`src/rtl/trip_timer_pkg.sv`:
```
// trip_timer_pkg
//   Shared types and constants for the trip timer: controller state
//   encoding, H:M:S field widths and rollover limits, and the packed
//   H:M:S record that appears on the trip_time output.
package trip_timer_pkg;

  localparam int HRS_W    = 7;
  localparam int MIN_W    = 6;
  localparam int SEC_W    = 7;
  localparam int HMS_W    = 20;
  localparam int HS_CUM_W = 19;

  localparam int SEC_MAX = 59;
  localparam int MIN_MAX = 59;

  // Encodings are visible on the state port and read by the display logic.
  typedef enum logic [1:0] {
    ST_IDLE        = 2'd0,
    ST_RUNNING     = 2'd1,
    ST_AUTO_PAUSED = 2'd2,
    ST_STOPPED     = 2'd3
  } trip_state_e;

  // Field order matches trip_time: {hrs[19:13], min[12:7], sec[6:0]}.
  typedef struct packed {
    logic [HRS_W-1:0] hrs;
    logic [MIN_W-1:0] mins;
    logic [SEC_W-1:0] secs;
  } hms_t;

endpackage

```
`src/rtl/hms_counter.sv`:
```
// hms_counter
//   Saturating hours:minutes:seconds counter. Each cycle with inc high
//   advances the time by one second, carrying sec -> min -> hrs in the
//   same cycle. At MAX_HRS:59:59 a further increment leaves the time
//   unchanged and sets the sticky sat flag.
//
//   Ports:
//     clock  in   system clock
//     reset  in   synchronous, active-high reset
//     clear  in   synchronous clear of time and sat (beats inc)
//     inc    in   advance by one second
//     hms    out  packed {hrs, min, sec}, registered
//     sat    out  sticky saturation flag, registered
module hms_counter
  import trip_timer_pkg::*;
#(
  parameter int MAX_HRS = 99
) (
  input  logic             clock,
  input  logic             reset,
  input  logic             clear,
  input  logic             inc,
  output logic [HMS_W-1:0] hms,
  output logic             sat
);

  hms_t hms_q, hms_d;
  logic sat_q, sat_d;

  // NOTE: every variable gets a default at the top of always_comb so no
  // path leaves it unassigned, which would otherwise infer a latch.
  always_comb begin
    hms_d = hms_q;
    sat_d = sat_q;
    if (clear) begin
      hms_d = '0;
      sat_d = 1'b0;
    end else if (inc) begin
      if (hms_q.secs != SEC_W'(SEC_MAX)) begin
        hms_d.secs = hms_q.secs + 1'b1;
      end else if (hms_q.mins != MIN_W'(MIN_MAX)) begin
        hms_d.secs = '0;
        hms_d.mins = hms_q.mins + 1'b1;
      end else if (hms_q.hrs != HRS_W'(MAX_HRS)) begin
        hms_d.secs = '0;
        hms_d.mins = '0;
        hms_d.hrs  = hms_q.hrs + 1'b1;
      end else begin
        sat_d = 1'b1;
      end
    end
  end

  // NOTE: sequential state uses non-blocking assignments so every flop
  // samples its pre-edge inputs regardless of statement order.
  always_ff @(posedge clock) begin
    if (reset) begin
      hms_q <= '0;
      sat_q <= 1'b0;
    end else begin
      hms_q <= hms_d;
      sat_q <= sat_d;
    end
  end

  assign hms = hms_q;
  assign sat = sat_q;

endmodule

```
`src/rtl/trip_timer_ctrl.sv`:
```
// trip_timer_ctrl
//   Bike-computer trip stopwatch. Decides when elapsed ride time
//   accumulates: half-second ticks count only while RUNNING, every second
//   counted tick advances the H:M:S trip time, and a cumulative half-second
//   count feeds the average-speed calculation.
//
//   Optional feature macro: TRIP_AUTO_PAUSE_EN. When defined, an idle
//   counter pauses the timer after AUTO_PAUSE_HS ticks without a wheel
//   motion pulse, and motion resumes it. When undefined, AUTO_PAUSED is
//   never entered and motion_pulse is ignored.
//
//   Ports:
//     clock           in   system clock
//     reset           in   synchronous, active-high reset
//     half_sec_pulse  in   one-cycle tick from the timebase
//     start_stop      in   one-cycle start/stop button event
//     clear           in   one-cycle clear button event
//     motion_pulse    in   one-cycle wheel-sensor event
//     trip_time       out  {hrs[19:13], min[12:7], sec[6:0]}
//     trip_half_sec   out  cumulative half-seconds spent RUNNING (saturating)
//     state           out  0=IDLE 1=RUNNING 2=AUTO_PAUSED 3=STOPPED
//     running         out  high when state is RUNNING
//     overflow        out  sticky, set when trip_time saturates
module trip_timer_ctrl
  import trip_timer_pkg::*;
#(
  parameter int AUTO_PAUSE_HS = 6,
  parameter int MAX_HRS       = 99
) (
  input  logic                clock,
  input  logic                reset,
  input  logic                half_sec_pulse,
  input  logic                start_stop,
  input  logic                clear,
  input  logic                motion_pulse,
  output logic [HMS_W-1:0]    trip_time,
  output logic [HS_CUM_W-1:0] trip_half_sec,
  output logic [1:0]          state,
  output logic                running,
  output logic                overflow
);

  if (AUTO_PAUSE_HS < 1 || AUTO_PAUSE_HS > 255) begin : g_bad_auto_pause
    $error("AUTO_PAUSE_HS must be in 1..255");
  end

  trip_state_e         state_q, state_d;
  logic                phase_q, phase_d;
  logic [HS_CUM_W-1:0] half_q, half_d;
  logic                running_q, running_d;
  logic                count_hs;
  logic                inc_sec;

`ifdef TRIP_AUTO_PAUSE_EN
  localparam logic [7:0] AP_LIMIT = 8'(AUTO_PAUSE_HS);
  logic [7:0] idle_q, idle_d;
  logic [7:0] idle_inc;
  assign idle_inc = idle_q + 8'd1;
`else
  // Without auto-pause nothing consumes wheel motion.
  logic unused_motion;
  assign unused_motion = motion_pulse;
`endif

  // Ticks count against the pre-transition state, so a tick coinciding
  // with start_stop in RUNNING still counts.
  assign count_hs = half_sec_pulse && (state_q == ST_RUNNING);
  // A second elapses on the phase 1->0 toggle.
  assign inc_sec  = count_hs && phase_q;

  always_comb begin
    state_d = state_q;
    phase_d = phase_q;
    half_d  = half_q;
`ifdef TRIP_AUTO_PAUSE_EN
    idle_d  = idle_q;
`endif
    if (clear) begin
      state_d = ST_IDLE;
      phase_d = 1'b0;
      half_d  = '0;
`ifdef TRIP_AUTO_PAUSE_EN
      idle_d  = '0;
`endif
    end else begin
      if (count_hs) begin
        if (half_q != '1) half_d = half_q + 1'b1;
        phase_d = ~phase_q;
      end
      unique case (state_q)
        ST_IDLE, ST_STOPPED: begin
          if (start_stop) begin
            state_d = ST_RUNNING;
`ifdef TRIP_AUTO_PAUSE_EN
            idle_d  = '0;
`endif
          end
        end
        ST_RUNNING: begin
          if (start_stop) begin
            state_d = ST_STOPPED;
          end
`ifdef TRIP_AUTO_PAUSE_EN
          // Motion beats a same-cycle tick; the tick reaching the limit
          // is itself counted above.
          else if (motion_pulse) begin
            idle_d = '0;
          end else if (half_sec_pulse) begin
            idle_d = idle_inc;
            if (idle_inc == AP_LIMIT) state_d = ST_AUTO_PAUSED;
          end
`endif
        end
        ST_AUTO_PAUSED: begin
          if (start_stop) begin
            state_d = ST_STOPPED;
          end
`ifdef TRIP_AUTO_PAUSE_EN
          else if (motion_pulse) begin
            state_d = ST_RUNNING;
            idle_d  = '0;
          end
`endif
        end
        default: state_d = ST_IDLE;
      endcase
    end
    running_d = (state_d == ST_RUNNING);
  end

  always_ff @(posedge clock) begin
    if (reset) begin
      state_q   <= ST_IDLE;
      phase_q   <= 1'b0;
      half_q    <= '0;
      running_q <= 1'b0;
`ifdef TRIP_AUTO_PAUSE_EN
      idle_q    <= '0;
`endif
    end else begin
      state_q   <= state_d;
      phase_q   <= phase_d;
      half_q    <= half_d;
      running_q <= running_d;
`ifdef TRIP_AUTO_PAUSE_EN
      idle_q    <= idle_d;
`endif
    end
  end

  hms_counter #(
    .MAX_HRS(MAX_HRS)
  ) u_hms (
    .clock (clock),
    .reset (reset),
    .clear (clear),
    .inc   (inc_sec),
    .hms   (trip_time),
    .sat   (overflow)
  );

  assign trip_half_sec = half_q;
  assign state         = state_q;
  assign running       = running_q;

endmodule

```
`config.mk`:
```
export PLATFORM = sky130hd
export DESIGN_NAME = trip_timer_ctrl
export DESIGN_NICKNAME = d
export VERILOG_FILES = /design/src/rtl/trip_timer_pkg.sv /design/src/rtl/hms_counter.sv /design/src/rtl/trip_timer_ctrl.sv
export SDC_FILE = /design/constraint.sdc
export NUM_CORES = 1
export LEC_CHECK = 0
export CELL_PAD_IN_SITES_DETAIL_PLACEMENT = 1
export CELL_PAD_IN_SITES_GLOBAL_PLACEMENT = 2
export CORE_MARGIN = 2
export CORE_UTILIZATION = 27
export CTS_CLUSTER_DIAMETER = 150
export DETAILED_ROUTE_END_ITERATION = 12
export PLACE_DENSITY_LB_ADDON = 0.08
export REMOVE_ABC_BUFFERS = 1
export SYNTH_ARGS = -nofsm -noshare
export SYNTH_HDL_FRONTEND = slang
export SYNTH_HIERARCHICAL = 1
export SYNTH_SLANG_ARGS = --single-unit
```
`constraint.sdc`:
```
create_clock -name clock -period 1.8 [get_ports clock]
set_clock_uncertainty 0.15 [all_clocks]
set_input_delay 0.18 -clock clock [delete_from_list [all_inputs] [get_ports clock]]
set_output_delay 0.18 -clock clock [all_outputs]
set_load 0.01 [all_outputs]
```
=== Word-level counts from Yosys, hierarchy flattened ===
Cells that the tools add are included.

* Bits in registers: 44
* Output and inout port bits: 43
* Word-level logic and storage cells: 44

* Add/subtract/negate cells: 4
* Eq/ne operators: 8
* Multiplexer cells: 7
* Bitwise gates (word level): 4
* Reductions and logical operators: 13

{| class="wikitable"
|+ Operator list
! cell !! number
|-
| 13-bit two-way mux || 2
|-
| 19-bit by 1-bit adder with 19-bit output (second input constant) || 1
|-
| 19-bit != test (second input constant) || 1
|-
| 7-bit by 1-bit adder with 7-bit output (second input constant) || 2
|-
| 4-bit AND reduction || 2
|-
| 7-bit two-way mux || 1
|-
| 7-bit by 6-bit != test with 1-bit output (second input constant) || 1
|-
| 7-bit != test (second input constant) || 1
|-
| 6-bit by 1-bit adder with 6-bit output (second input constant) || 1
|-
| 2-bit two-way mux || 3
|-
| 6-bit != test (second input constant) || 1
|-
| 2-bit OR reduction || 3
|-
| 2-bit by 1-bit equality test with 1-bit output (second input constant) || 2
|-
| 2-bit equality test (second input constant) || 2
|-
| 1-bit NOT || 4
|-
| 2-bit case mux with 2 select lines || 1
|-
| 2-bit AND reduction || 2
|-
| 3-bit AND reduction || 1
|-
| 3-bit nonzero test || 1
|-
| 1-bit logical AND || 2
|-
| 2-bit logical NOT || 1
|-
| 2-bit nonzero test || 1
|}

=== Depth between registers and ports, before layout ===
* Depth in word-level cells: 5
* Depth in mapped cells: 9
* Gate-level depth less buffers: 7

=== Cells and area by module ===
The synthesis kept the hierarchy.

{| class="wikitable"
|+ Modules (own cells, without submodules)
! module !! instances !! cells an instance !! area each (µm²) !! seq. area each (µm²)
|-
| trip_timer_ctrl || 1 || 138 || 1,208.7 || 460.4
|-
| hms_counter || 1 || 137 || 1,133.6 || 420.4
|}

=== Least setup slack after synthesis ===
No wires, ideal clock.

* Path kind: register to register
* Start point: register state_q[0] (netlist: state[0])
* End point: register u_hms.hms_q, in the netlist u_hms/hms[19]
* Setup time: 0.070 ns
* Data arrival time: 1.893 ns
* Required time: 1.580 ns
* Path slack: -0.313 ns
* Cell stages (with the launch flop): 9
* Buffers on the path: 2
* Period minus slack after synthesis: 2.113 ns
* Path through: dfxtp_1 ha_1 and3_1 buf_6 and3_1 clkbuf_1 nand4_1 or4_1 a21oi_1

* Word-level cells in the longest chain between the ends: 4

{| class="wikitable"
|+ RTL lines
! item !! line !! RTL
|-
| start, declared || trip_timer_ctrl.sv:47 || <nowiki>trip_state_e state_q, state_d;</nowiki>
|-
| start signal, assigned || trip_timer_ctrl.sv:141 || <nowiki>state_q <= state_d;</nowiki>
|-
| 2-bit by 1-bit equality test with 1-bit output || trip_timer_ctrl.sv:67 || <nowiki>assign count_hs = half_sec_pulse && (state_q == ST_RUNNING);</nowiki>
|-
| 1-bit logical AND || trip_timer_ctrl.sv:67 ||
|-
| 1-bit logical AND || trip_timer_ctrl.sv:69 || <nowiki>assign inc_sec = count_hs && phase_q;</nowiki>
|-
| named net inc_sec || trip_timer_ctrl.sv:52 || <nowiki>logic inc_sec;</nowiki>
|-
| 4-bit AND reduction (no source line) || -- ||
|-
| end signal, assigned || hms_counter.sv:61 || <nowiki>hms_q <= hms_d;</nowiki>
|-
| end, declared || hms_counter.sv:27 || <nowiki>hms_t hms_q, hms_d;</nowiki>
|}

The timed path passes the listed nets, and every way through them passes these cells.
A chain may end at the register's enable or synchronous reset.

=== Worst setup path after layout ===
* Start point: register state_q[1] (netlist: state[1])
* End point: register u_hms.hms_q, in the netlist u_hms/hms[19]

The elaborated chain is that of the path after synthesis.

==> run_results.csv <==
group,metric,value,unit
status,outcome,"complete, but fails checks",
status,violations,"negative setup slack",
run,drv_cap,0,
timing,fmax,0.525,GHz
synth,synth_edf_count,0,
floorplan,core,8300,µm²
cts,clk_pin_slew_worst_paths,0.09,ns
power_and_ir_drop,p_seq_frac,0.506,
setup_path,r2r_end,"u_hms/hms[19]",
global_route,grt_usage,0.177,
worst_hold_path,whs_path_depth,2,
setup_path,end_kind,"flip-flop",
timing,fin_ws,-0.104,ns
route,drtIter0Drc,77,
layout,antenna_cells,0,
synth,yosysSeqAreaShare,0.376,
route,drtAntennaViolNets,0,
global_route,grt_pass1_vias,2658,
route,firstDrtPassIters,4,
layout,layoutNonFillerInstCount,507,
timing,relSlewSlack,0.796,
power_and_ir_drop,vdd_drop_max,237,µV
cts,holdBufCountCts,0,
placed_design,port_buffers,47,
placed_design,dp_slack,-0.328,ns
setup_path,worst_ep_arrival_time,2.01,ns
setup_path,cp.required,1.90,ns
layout,drive_above_1_share,0.351,
setup_path,path_max_fanout,3,
timing,slew_violations,0,
synth,synth_common_cells,"dfxtp_1 (44), nand2_1 (34), a21oi_1 (22), nand3_1 (17), nor2_1 (15)",
layout,final_nets,412,
route,drc,0,
power_and_ir_drop,p_per_area,501,nW/µm²
worst_hold_path,hp-start,"u_hms/sat",
power_and_ir_drop,clockPowerShare,0.440,
synth,ys.flop_type,"dfxtp_1",
synth,synth_async_sr_flop_share,0,
timing,fin_hold_ws,0.344,ns
layout,design_area,3860,µm²
floorplan,io_pins,49,
global_route,antenna_found_initial,0,
cts,cts_root_buffer,"clkbuf_8",
placed_design,gp_congestion,0.823,
layout,area_growth,64.8,%
timing,tns,-0.296,ns
layout,fin_util,0.465,
cts,tritoncts,"done",
timing,tightest_slew,0.306,ns
timing,post-route-period-util,1.06,
setup_path,r2r_start,"state[1]",
power_and_ir_drop,power_frac_comb,0.053,
synth,synthTopCellsByArea,"dfxtp_1 (38%), nand2_1 (5.4%), a21oi_1 (4.7%)",
power_and_ir_drop,power.switching,419,µW
cts,cts_buffers,5,
power_and_ir_drop,sw_frac_of_total,0.217,
cts,htree_levels,2,
setup_path,critPathCapture,"u_hms/hms[19]",
synth,ys_ff_latch,44,
power_and_ir_drop,power_report.internal_total,1.51,mW
timing,hold_viol,0,
route,routed_wirelength,8.25,mm
timing,fin_crit,1.90,ns
floorplan,num_rows,33,
floorplan,die_w,97.1,µm
synth,yosysTopAreaCellShare,0.376,
synth,synth_area,2340,µm²
global_route,grt_first_pass_wirelength,13.7,mm
worst_hold_path,hold_path.class,"reg -> reg",
floorplan,die_area,9440,µm²
global_route,grt_remaining_overflow,0,
floorplan,initial_core_util,0.282,
synth,yosysUniqueCellTypes,51,
setup_path,cp-startpoint,"state[1]",
setup_path,worstRegToRegCells,8,
cts,cts.sinks,44,
placed_design,placed_cells,493,
placed_design,dpl_cell_area,3450,µm²
synth,yosysWarnings,6,
setup_path,crit_path_start_kind,"flip-flop",
synth,syn_inst,275,
global_route,grt_max_degree,16,
placed_design,hpwl,6.25,mm
synth,yosysMostFrequentCell,"dfxtp_1",
power_and_ir_drop,finalPower,1.93,mW
floorplan,die_y,97.1,µm
cts,clock_latency,0.31,ns
synth,yosysTopAreaCell,"dfxtp_1",
route,vias,2625,
setup_path,reg2reg_slack,-0.10,ns
timing,setup_viol,8,
route,post_drt_wl_per_cell,16.3,µm
cts,clockBufferDepth,2,
timing,rsz0062_at_grt,"yes",
route,viasPerCell,5.18,
synth,synth_area_per_cell,8.52,µm²
setup_path,crit_type,"reg -> reg",
power_and_ir_drop,leakagePower,1.41,nW
[cells in the final DEF, fill, tap and decap left out, drive strengths merged, types with 3 or more instances in the layout]
master | synthesis | final
clkbuf | 6 | 7
and3 | 5 | 5
inv | 6 | 6
nand3 | 18 | 18
mux2i | 7 | 7
or3 | 8 | 8
o211ai | 3 | 3
nor3 | 6 | 6
dfxtp | 44 | 44
and2 | 4 | 4
nor4 | 6 | 6
nor2 | 15 | 15
buf | 4 | 82
nand4 | 14 | 14
a2111o | 4 | 4
a211oi | 6 | 6
clkdlybuf4s50 | 0 | 47
and4 | 5 | 5
o31ai | 3 | 3
o21ai | 12 | 12
ha | 5 | 5
a21oi | 23 | 23
or4 | 4 | 4
nand2 | 34 | 34
nor3b | 4 | 4
a31oi | 3 | 3
[kinds of logic (layout without fill, tap and decap cells)]
family | after synthesis | after routing | share of synthesized area
AO/OA/AOI/OAI | 66 | 66 | 0.184
adder cells (fa/ha/maj) | 5 | 5 | 0.0267
flip-flops | 44 | 44 | 0.376
multiplexers | 8 | 8 | 0.0347
AND/OR/NAND/NOR | 133 | 133 | 0.331
buffers and inverters | 16 | 143 | 0.0358
XOR/XNOR | 3 | 3 | 0.0112
[power groups by stage]
stage          registers (mW)  logic [mW]  clock network (mW)
3_3_place_gp             1.00      0.0954                   0
5_1_grt                 0.980       0.112               0.937
4_1_cts                 0.979      0.0998               0.880
3_5_place_dp             1.00      0.0966                   0
2_1_floorplan            1.00      0.0310                   0
6_report                0.979       0.103               0.852
[registers in the layout, indices dropped and copies added (netlist names)]
name           cells
u_hms/sat          1
u_hms/hms         20
trip_half_sec     19
phase_q            1
running            1
state              2
[worst min path at each step]
stage,end,slack (ns)
finish,u_hms/sat,0.34
global route,u_hms/sat,0.38
CTS,u_hms/sat,0.35
detailed placement,u_hms/sat,0.32
global placement,u_hms/sat,0.31
floorplan,running,0.11
[what timing repair did]
item	CTS	global route
gates resized for setup	28	36
buffers inserted	5	3
endpoints found under the setup margin	25	35
cloned	0	0
pin swaps	13	20
[routing by layer]
layer  wire length (µm)  GRT usage
met3                177     0.0353
met4                 55     0.0390
met1               4190      0.245
met5                  0          0
met2               3830      0.287
[area by class of cell]
class                      count  area (µm²)
fill                         947        4440
multi-input combinational    215        1580
timing repair buffer         129        1110
sequential                    44         892
tap                          105         131
clock buffer                   7        96.3
clock inverter                 1        30.0
inverter                       6        22.5
[critical path, stage by stage, from the launching register on]
cell	delay, ns
dfxtp_2	0.33
inv_2	0.06
ha_4	0.13
and3_4	0.18
and3_4	0.19
nand4_1	0.11
buf_4	0.17
or4_4	0.41
a21oi_2	0.14
Power figures use the tool's default switching activity.
